**src/rtl/id_inst_queue.sv**
```systemverilog
// Fetch-to-decode instruction queue: a DEPTH-entry circular buffer of {pc, inst}
// words with valid/ready on both sides and branch flush with optional delay-slot keep.
module id_inst_queue #(
  parameter int DEPTH   = 4,
  parameter int DATA_W  = 64,
  parameter int KEEP_DS = 1
) (
  input  logic                     clk,
  input  logic                     rst,
  input  logic                     in_valid,
  output logic                     in_ready,
  input  logic [DATA_W-1:0]        in_data,
  output logic                     out_valid,
  input  logic                     out_ready,
  output logic [DATA_W-1:0]        out_data,
  input  logic                     flush,
  input  logic                     flush_keep,
  output logic [$clog2(DEPTH):0]   count,
  output logic                     full,
  output logic                     empty,
  output logic                     ds_pending
);

  localparam int AW = $clog2(DEPTH);
  localparam int PW = AW + 1;

  logic [DATA_W-1:0] mem [DEPTH];
  logic [PW-1:0]     wr_ptr;
  logic [PW-1:0]     rd_ptr;
  logic [PW-1:0]     rd_adv;
  logic [PW-1:0]     wr_ptr_nx;
  logic [PW-1:0]     rd_ptr_nx;
  logic              push;
  logic              pop;
  logic              keep_flush;
  logic              full_flush;
  logic              retain;
  logic              we;
  logic              ds_nx;

  // Pointers carry a wrap bit so full and empty are told apart without a counter.
  assign empty     = (wr_ptr == rd_ptr);
  assign full      = (wr_ptr[AW-1:0] == rd_ptr[AW-1:0]) && (wr_ptr[AW] != rd_ptr[AW]);
  assign count     = wr_ptr - rd_ptr;
  assign in_ready  = ~full;
  assign out_valid = ~empty;
  assign out_data  = mem[rd_ptr[AW-1:0]];

  assign push       = in_valid & in_ready & ~rst;
  assign pop        = out_valid & out_ready & ~rst;
  assign keep_flush = flush & flush_keep & (KEEP_DS != 0);
  assign full_flush = flush & ~keep_flush;

  // The retained delay slot already sits at rd_adv, so keeping it only moves wr_ptr.
  always_comb begin
    rd_adv    = pop ? rd_ptr + PW'(1) : rd_ptr;
    retain    = (rd_adv != wr_ptr);
    wr_ptr_nx = wr_ptr;
    rd_ptr_nx = rd_adv;
    we        = 1'b0;
    ds_nx     = ds_pending;
    if (full_flush) begin
      rd_ptr_nx = wr_ptr;
      ds_nx     = 1'b0;
    end else if (keep_flush) begin
      if (retain) begin
        wr_ptr_nx = rd_adv + PW'(1);
        ds_nx     = 1'b0;
      end else if (push) begin
        we        = 1'b1;
        wr_ptr_nx = wr_ptr + PW'(1);
        ds_nx     = 1'b0;
      end else begin
        ds_nx     = 1'b1;
      end
    end else if (push) begin
      we        = 1'b1;
      wr_ptr_nx = wr_ptr + PW'(1);
      ds_nx     = 1'b0;
    end
  end

  always_ff @(posedge clk) begin
    if (rst) begin
      wr_ptr     <= '0;
      rd_ptr     <= '0;
      ds_pending <= 1'b0;
    end else begin
      wr_ptr     <= wr_ptr_nx;
      rd_ptr     <= rd_ptr_nx;
      ds_pending <= ds_nx;
    end
  end

  // Entry 0 is cleared so the head mux is X-free straight out of reset.
  always_ff @(posedge clk) begin
    if (rst) begin
      mem[0] <= '0;
    end else if (we) begin
      mem[wr_ptr[AW-1:0]] <= in_data;
    end
  end

endmodule

```
**config.mk**
```make
export PLATFORM = sky130hd
export DESIGN_NAME = id_inst_queue
export DESIGN_NICKNAME = d
export VERILOG_FILES = /design/src/rtl/id_inst_queue.sv
export SDC_FILE = /design/constraint.sdc
export NUM_CORES = 1
export LEC_CHECK = 0
export BUFFER_PORTS_ARGS = -buffer_cell sky130_fd_sc_hd__buf_2
export CORE_MARGIN = 10
export CORE_UTILIZATION = 30
export CTS_BUF_LIST = sky130_fd_sc_hd__clkbuf_16
export DETAILED_ROUTE_END_ITERATION = 10
export PLACE_DENSITY = 0.47
export SLEW_MARGIN = 20
export SYNTH_ARGS = -nofsm -noshare
export SYNTH_HDL_FRONTEND = slang
export SYNTH_SLANG_ARGS = --single-unit
```
**constraint.sdc**
```tcl
create_clock -name clk -period 4.7 [get_ports clk]
set_input_delay 0.705 -clock clk [delete_from_list [all_inputs] [get_ports clk]]
set_output_delay 0.705 -clock clk [all_outputs]
set_load 0.02 [all_outputs]
```
==> Word level (Yosys, flattened, before mapping) <==
Memory sizes are Yosys's and may differ from the RTL's. A register that Yosys moved wholly into a read port is not among the register bits.
Index checks and enable logic that the tools add are counted.
W data, S select, Z words.
{ "totals": {"out_inout_bits": 72, "mem_count": 1, "latchBits": 0, "elab_cells": 48, "romBits": 0, "reg_bits": 7, "ram_bits": 256, "inputBits": 70} }
{ "mem_list": {"columns": ["memory", "words", "width", "rd", "rd_ports_with_merged_regs", "write_ports", "line", "text"], "rows": [
  ["mem", 4, 64, 1, 1, 1, "27", "logic [DATA_W-1:0] mem [DEPTH];"]
]} }
{ "classes": {"n_eq_ne": 4, "shifts": 0, "bitwise": 10, "n_lt_le_gt_ge": 0, "mux": 22, "addsub": 4, "n_reduce_logical": 4, "div": 0, "n_mul": 0} }
{ "ops": {"columns": ["operator", "count"], "rows": [
  ["$mux W64", 1],
  ["$reduce_or A64 Y1", 1],
  ["$mux W3", 5],
  ["$mux W1", 14],
  ["$add A3 B1 Y3 const B", 3],
  ["$and A1 B1 Y1", 6],
  ["$mux W2", 2],
  ["$not A1 Y1", 4],
  ["$eq A3 B3 Y1", 1],
  ["$ne A3 B3 Y1", 1],
  ["$sub A3 B3 Y3", 1],
  ["$eq A2 B2 Y1", 1],
  ["$reduce_bool A2 Y1", 1],
  ["$reduce_or A2 Y1", 1],
  ["$logic_and A1 B1 Y1", 1],
  ["$ne A1 B1 Y1", 1]
]} }

==> Longest topological paths before layout <==
Gate-level depths: netlist (run 1).
{ "depth": {"depth_word": 14, "ltp_mapped": 12, "mapped_depth_nobuf": 9} }

==> Worst setup path after synthesis (run 1) <==
OpenSTA, ideal clock, no wires.
{ "synth_timing": {"kind": "reg-to-reg", "start": "register rd_ptr[1]", "end": "memory mem[1][0], enable pin", "slack_ps": 236, "required_time_ps": 4271, "n_path_buf": 3, "synth_period_minus_slack_ps": 4464, "setup_time_ps": 429, "path_stages_with_launch": 11, "t_arrival_ps": 4035, "path_cell_list": "dfxtp_1 buf_1 clkbuf_1 inv_1 ha_1 nand2_1 a2111oi_2 o21ai_1 a21boi_2 buf_4 and3_1"} }
{ "synth_via": {"elab_chain_len": 14, "word_cells_on_any_way": 22, "classes_between": "add/sub (1); eq/ne (3); mux (10); bitwise (6); reduce/logical (2)"} }
{ "synth_rtl": {"columns": ["item", "line", "text"], "rows": [
  ["start: declaration", "29", "logic [PW-1:0] rd_ptr;"],
  ["start signal: assignment", "90", "rd_ptr <= rd_ptr_nx;"],
  ["$eq A3 B3 Y1 or $eq A2 B2 Y1 (tied branches)", "42, 43", null],
  ["$not A1 Y1 or $logic_and A1 B1 Y1 (tied branches)", "46, 43", null],
  ["$and A1 B1 Y1 or $not A1 Y1 (tied branches)", "50, 45", null],
  ["$and A1 B1 Y1, on equally long branches", "50, 49", null],
  ["$mux W3 or $and A1 B1 Y1 (tied branches)", "56, 49", null],
  ["$ne A3 B3 Y1 or $mux W1 (tied branches)", "57, 69, 76", null],
  ["$mux W1", "66", "if (retain) begin"],
  ["$mux W1 *", "65", "end else if (keep_flush) begin"],
  ["$mux W1 *", "62", "if (full_flush) begin"],
  ["$mux W1 *", "99", "end else if (we) begin"],
  ["$mux W1 *", "97", "if (rst) begin"],
  ["$mux W1 (not written as such) *", "100", "mem[wr_ptr[AW-1:0]] <= in_data;"],
  ["$reduce_or A64 Y1 (no line)", null, null],
  ["$mux W2 (no line) or $mux W1 (tied branches)", null, null],
  ["end: declaration", "27", null]
]} }
Every way passes the cells marked *; elsewhere a longest branch is shown, timed or not.

==> Worst setup path after layout (run 1) <==
{ "layout_timing": {"start": "register wr_ptr[0]", "end": "memory mem[2][60], enable pin"} }
{ "layout_via": {"elab_chain_len": 14, "word_cells_on_any_way": 21, "classes_between": "eq/ne (3); mux (10); bitwise (6); reduce/logical (2)"} }
{ "layout_rtl": {"columns": ["item", "line", "text"], "rows": [
  ["start: declaration", "28", "logic [PW-1:0] wr_ptr;"],
  ["start signal: assignment", "89", "wr_ptr <= wr_ptr_nx;"],
  ["$eq A3 B3 Y1 or $eq A2 B2 Y1 (tied branches)", "42, 43", null],
  ["$not A1 Y1 or $logic_and A1 B1 Y1 (tied branches)", "46, 43", null],
  ["$and A1 B1 Y1 or $not A1 Y1 (tied branches)", "50, 45", null],
  ["$and A1 B1 Y1, on equally long branches", "50, 49", null],
  ["$mux W3 or $and A1 B1 Y1 (tied branches)", "56, 49", null],
  ["$ne A3 B3 Y1 or $mux W1 (tied branches)", "57, 69, 76", null],
  ["$mux W1", "66", null],
  ["$mux W1", "65", null],
  ["$mux W1", "62", null],
  ["$mux W1", "99", null],
  ["$mux W1", "97", null],
  ["$mux W1 (not written as such)", "100", null],
  ["$reduce_or A64 Y1 (no line)", null, null],
  ["$mux W2 (no line) or $mux W1 (tied branches)", null, null]
]} }
Several ways; a longest one is shown, not always the timed one.

==> results.py, run 1 <==
metrics = {
    "synthesis": {
        "synth_edf_count": 256,
        "yosys_warnings": 0,
        "yosysSeqAreaShare_pct": 75.7,
        "syn-num-nets": 566,
        "netlist_area_um2": 10300,
        "async_flop_share_pct": 0,
        "synth_cells": 490,
        "ys_ff_latch": 263,
        "synth_cell_types": 46,
        "syn_avg_cell_area_um2": 21.1,
        "synth_ff_type": "edfxtp_1",
    },
    "floorplan": {
        "dieArea_um2": 42300,
        "io-pin-count": 142,
        "die_y_um": 206,
        "start_util_pct": 30.6,
        "fp.dieW_um": 206,
        "coreArea_um2": 33800,
        "placementRows": 67,
    },
    "timing": {
        "finalSetupViolations": 0,
        "worst_slew_pin_slew_ns": 0.785,
        "fmax_mhz": 279,
        "clock_skew_ns": 0.0141,
        "drv_slew": 0,
        "hold_violations": 0,
        "relSlewSlack_pct": 47.7,
        "grt_setup_unrepaired": "no",
        "fin_crit_ns": 3.59,
        "final.setup.tns_ns": 0,
        "setup_slack_ns": 1.11,
        "post-route-period-util_pct": 76.3,
    },
    "clock_tree": {
        "clk_latency_ns": 0.53,
        "postCtsSetupBuffers": 0,
        "numCtsBuffers": 28,
        "cts.reportedPaths.clkPinSlew_ns": 0.06,
        "clock-root-buffer": "clkbuf_16",
        "cts_resized": 0,
        "cts.sinks": 263,
        "cts_max_path_buffers": 3,
        "hold_buffers": 0,
        "h-tree-depth": 1,
        "cts_tree": "done",
    },
    "grt": {
        "track_usage_pct": 11.1,
        "grt_first_pass_wirelength_mm": 35.8,
        "grt_max_degree": 51,
        "antenna_found_initial": 0,
        "use_met2_pct": 19.0,
        "grt.busiest_layer": "met2",
        "use_met1_pct": 14.0,
        "grt_pass1_vias": 5794,
        "grt_overflow": 0,
        "met3_usage_pct": 2.53,
    },
    "power_and_ir_drop": {
        "p_switching_mw": 1.42,
        "worst_ir_drop_vdd_mv": 0.235,
        "swShare_pct": 24.8,
        "internal-power_mw": 4.30,
        "seq_power_share_pct": 48.0,
        "static-leakage-power_nw": 4.53,
        "p_per_area_nw_per_um2": 455,
        "power_mw": 5.71,
        "clkPwrFrac_pct": 37.4,
        "p_comb_share_pct": 14.7,
    },
    "worst_setup_path": {
        "cp.required_ns": 4.92,
        "end_kind": "flop",
        "path_class": "reg2reg",
        "cp_data_arrival_time_ns": 3.81,
        "start_kind": "flop",
        "worst-path-max-fanout": 28,
    },
    "final_layout": {
        "postLayoutCoreUtil_pct": 37.2,
        "drive_gt1_share_pct": 40.8,
        "fin_nets": 725,
        "syn2layout_area_growth_pct": 21.5,
        "final_cell_mix": "edfxtp_1 (256), buf_2 (141), and2_1 (65)",
        "antenna_cells": 0,
        "layout.cells.non_filler": 1117,
        "final_common_cell": "edfxtp_1",
    },
    "detailed_routing": {
        "vias": 5051,
        "ant_nets": 0,
        "first_pass_iters": 4,
        "drc": 0,
        "routedWlPerCell_um": 21.1,
        "vias_per_cell": 4.52,
        "postRouteWirelength_mm": 23.5,
        "drt_iter0_markers": 266,
    },
    "flow_run": {
        "max_cap_violations": 0,
    },
    "placed_design": {
        "place_ws_ns": 1.13,
        "dp.cells": 1067,
        "gp_congestion": 0.748,
        "hpwlAfterDp_mm": 15.1,
        "port_buffers": 141,
    },
    "run_status": {
        "status": "finished clean",
    },
    "min_path": {
        "hold_path.class": "in2reg",
    },
}
synth_stat cells, types with 4 or more instances:
cell	instances	area share, %
and2_1	65	3.9
buf_2	5	0.24
clkbuf_1	7	0.25
clkbuf_2	4	0.19
dfxtp_1	7	1.4
edfxtp_1	256	74
ha_1	5	0.61
inv_1	8	0.29
mux4_2	64	14
nand2_1	7	0.25
nor2_1	6	0.22
nor3_1	4	0.19
xnor2_1	5	0.42
worst max-delay path, cell delays in order (launching register included):
cell,delay (ns)
dfxtp_1,0.51
inv_1,0.15
ha_1,0.37
nand2_1,0.13
a2111oi_2,0.48
o21ai_1,0.22
a21boi_4,0.47
and3_4,0.61
buf_4,0.30
worst paths after layout:
kind / start / end / slack, ns / depth (start not counted)
max: wr_ptr[0] / mem[2][60] / 1.11 / 8
min: rst / wr_ptr[2] / 0.46 / 2
max reg2reg: wr_ptr[0] / mem[2][60] / 1.11 / 8
min reg2reg: wr_ptr[2] / rd_ptr[2] / 0.61 / 2
power by group through the flow:
stage / Combinational (mW) / Sequential, mW / Clock (mW)
4_1_cts: 0.871 / 2.74 / 2.20
2_1_floorplan: 0.568 / 2.77 / 0
3_3_place_gp: 0.868 / 2.79 / 0
3_5_place_dp: 0.867 / 2.79 / 0
6_report: 0.839 / 2.74 / 2.13
5_1_grt: 0.915 / 2.75 / 2.30
final cells by class:
cell class / instances / area [um^2]
fill: 3159 / 21200
clock inverter: 21 / 180
multi-input combinational: 196 / 2380
tap: 448 / 561
timing repair buffer: 152 / 838
inverter: 8 / 30.0
clock buffer: 29 / 726
sequential: 263 / 7840
metal layers:
metal / share of wire (%) / vias up
met3: 5.0 / 31
met5: 0 / -
li1: - / 2291
met2: 51 / 109
met1: 43 / 2620
met4: 1.5 / 0
flip-flops by register name (all words and copies together), names as in the netlist:
| signal | flops |
|---|---|
| ds_pending | 1 |
| mem | 256 |
| rd_ptr | 3 |
| wr_ptr | 3 |
per-stage QoR:
step | cell area (um^2) | hold WS, ns
detailed placement | 11600 | 0.607
CTS | 12600 | 0.434
finish | 12600 | 0.458
global route | 12600 | 0.466
global placement | 11600 | 0.587
floorplan | 10300 | 0.565
cell families after synthesis:
kind of cell	Yosys count	share of synthesized area, %
DFF	263	75.7
buffers and inverters	31	1.49
adders and majority gates	6	0.799
muxes	65	14.1
xor gates and xnor gates	9	0.835
AOI/OAI and AO/OA	17	1.36
and+or+nand+nor	99	5.74
(Power assumes the default switching activity.)
==> run 2: changes to the inputs <==
==> constraint.sdc (replaced) <==
create_clock -name clk -period 2.98 [get_ports clk]
set_input_delay 0.447 -clock clk [delete_from_list [all_inputs] [get_ports clk]]
set_output_delay 0.447 -clock clk [all_outputs]
set_load 0.02 [all_outputs]
==> run 2 against run 1 <==
Die area unchanged. Critical path depth decreased by 5. Sequential share of layout area down 0.90 points. Hold slack worse by 0.25 ns. Worst setup slack lost 0.86 ns. Register-to-register slack got worse by 0.78 ns. Total power increased by 61%. Largest cell class unchanged.
==> results.py, run 2 (synthesis results as in run 1) <==
metrics = {
    "run_status": {
        "status": "finished clean",
    },
    "worst_setup_path": {
        "path_class": "reg2out",
        "critPathSlowestCell": "mux4_2",
        "crit_end": "out_data[20]",
        "crit-reg2reg-launch": "wr_ptr[0]",
        "ff2ff_path_depth": 8,
        "cp_cell_sequence": "buf_4 > mux4_2 > buf_2",
        "rrSetupSlack_ns": 0.33,
        "start_kind": "flop",
        "crit_start": "rd_ptr[0]",
        "cp_slowest_stage_delay_ns": 0.64,
        "reg2reg_to": "mem[0][37]",
        "cp.required_ns": 2.53,
        "end_kind": "output port",
        "worst-path-max-fanout": 29,
        "cp_data_arrival_time_ns": 2.28,
    },
    "placed_design": {
        "hpwlAfterDp_mm": 16.0,
        "port_buffers": 141,
        "place_area_um2": 11800,
        "gp_congestion": 0.820,
    },
    "final_layout": {
        "final_cell_mix": "edfxtp_1 (256), buf_2 (141), and2_1 (65)",
        "syn2layout_area_growth_pct": 23.2,
        "drive_gt1_share_pct": 41.2,
        "postLayoutCoreUtil_pct": 37.7,
        "largest_reg_flops": 256,
        "fin_nets": 734,
        "multiInputGateArea_um2": 2400,
        "top_register": "mem",
        "final_common_cell": "edfxtp_1",
        "reg_top3": "mem: 256 flops, rd_ptr: 3 flops, wr_ptr: 3 flops",
        "design_area_um2": 12700,
        "num-fill-cells": 3098,
        "seqCellArea_um2": 7840,
    },
    "floorplan": {
        "coreArea_um2": 33800,
        "start_util_pct": 30.6,
        "dieArea_um2": 42300,
        "die_y_um": 206,
        "placementRows": 67,
        "io-pin-count": 142,
        "fp.dieW_um": 206,
    },
    "detailed_routing": {
        "vias_per_cell": 4.63,
        "drc": 0,
        "first_pass_iters": 4,
        "ant_nets": 0,
        "postRouteWirelength_mm": 24.2,
        "vias": 5217,
        "drt_iter0_markers": 300,
        "routedWlPerCell_um": 21.5,
    },
    "flow_run": {
        "max_cap_violations": 0,
    },
    "timing": {
        "relSlewSlack_pct": 57.5,
        "drv_slew": 0,
        "grt_setup_unrepaired": "no",
        "fin_crit_ns": 2.72,
        "final.setup.tns_ns": 0,
        "hold_slack_ns": 0.213,
        "post-route-period-util_pct": 91.3,
        "fmax_mhz": 367,
        "hold_violations": 0,
        "finalSetupViolations": 0,
        "worst_slew_pin_slew_ns": 0.637,
        "clock_skew_ns": 0.0186,
    },
    "clock_tree": {
        "cts_resized": 0,
        "clock-root-buffer": "clkbuf_16",
        "hold_buffers": 0,
        "cts.reportedPaths.clkPinSlew_ns": 0.06,
        "postCtsSetupBuffers": 0,
        "cts_max_path_buffers": 3,
        "cts.sinks": 263,
        "cts_tree": "done",
        "clk_latency_ns": 0.54,
        "numCtsBuffers": 28,
        "h-tree-depth": 1,
    },
    "grt": {
        "track_usage_pct": 11.3,
        "antenna_found_initial": 2,
        "grt_max_degree": 40,
        "grt_overflow": 0,
        "grt_pass1_vias": 5803,
        "grt_first_pass_wirelength_mm": 36.6,
    },
    "power_and_ir_drop": {
        "worst_ir_drop_vdd_mv": 0.454,
        "static-leakage-power_nw": 4.63,
        "p_per_area_nw_per_um2": 723,
        "power_mw": 9.22,
    },
    "min_path": {
        "hold_path.class": "in2reg",
        "min_delay_path_depth": 2,
    },
}
## run 2: changes by cell type in the layout (fill, tap and decap cells not counted), sizes merged
cell	previous run	this run
buf	152	161
bufinv	3	5
clkinv	11	10
clkinvlp	3	0
diode	0	2
inv	12	14
## run 2: report_power, final
part | switching, mW | internal [mW]
clock | 1.35 | 2.17
sequential | 0.0431 | 4.24
combinational | 0.858 | 0.552
total | 2.25 | 6.97
## run 2: through the flow
step                cells  setup WS (ns)
floorplan             490        0.00300
global placement     1076          0.359
detailed placement   1076          0.342
CTS                  1126          0.172
global route         1127         0.0892
finish               1128          0.258
## run 2: critical path, delay by kind of cell (launching register included)
family                 cells  cell delay (ns)
buffers and inverters      2             0.72
multiplexers               1             0.64
flip-flops                 1             0.38
## run 2: layout make-up
class | count | share of cell area, %
multi-input cells | 196 | 18.8
inverters | 8 | 0.236
clock inverters | 21 | 1.68
flip-flops and latches | 263 | 61.5
clock buffers | 29 | 5.70
well taps | 448 | 4.40
repair buffers | 161 | 7.60
diodes | 2 | 0.0393
## run 2: how the worst min path moves through the flow
stage	slack, ns	endpoint	from
5_1_grt	0.23	wr_ptr[2]	rst
4_1_cts	0.19	wr_ptr[2]	rst
3_3_place_gp	0.56	rd_ptr[0]	wr_ptr[0]
6_report	0.21	wr_ptr[2]	rst
3_5_place_dp	0.55	rd_ptr[0]	wr_ptr[0]
2_1_floorplan	0.56	rd_ptr[2]	wr_ptr[2]
## run 2: layer usage
| metal | part of all wire, % | vias up | track usage [%] |
|---|---|---|---|
| met5 | 0 | - | 0 |
| met4 | 2.0 | 0 | 2.63 |
| met3 | 6.6 | 35 | 2.72 |
| li1 | - | 2317 | - |
| met2 | 48 | 168 | 18.5 |
| met1 | 44 | 2697 | 14.9 |
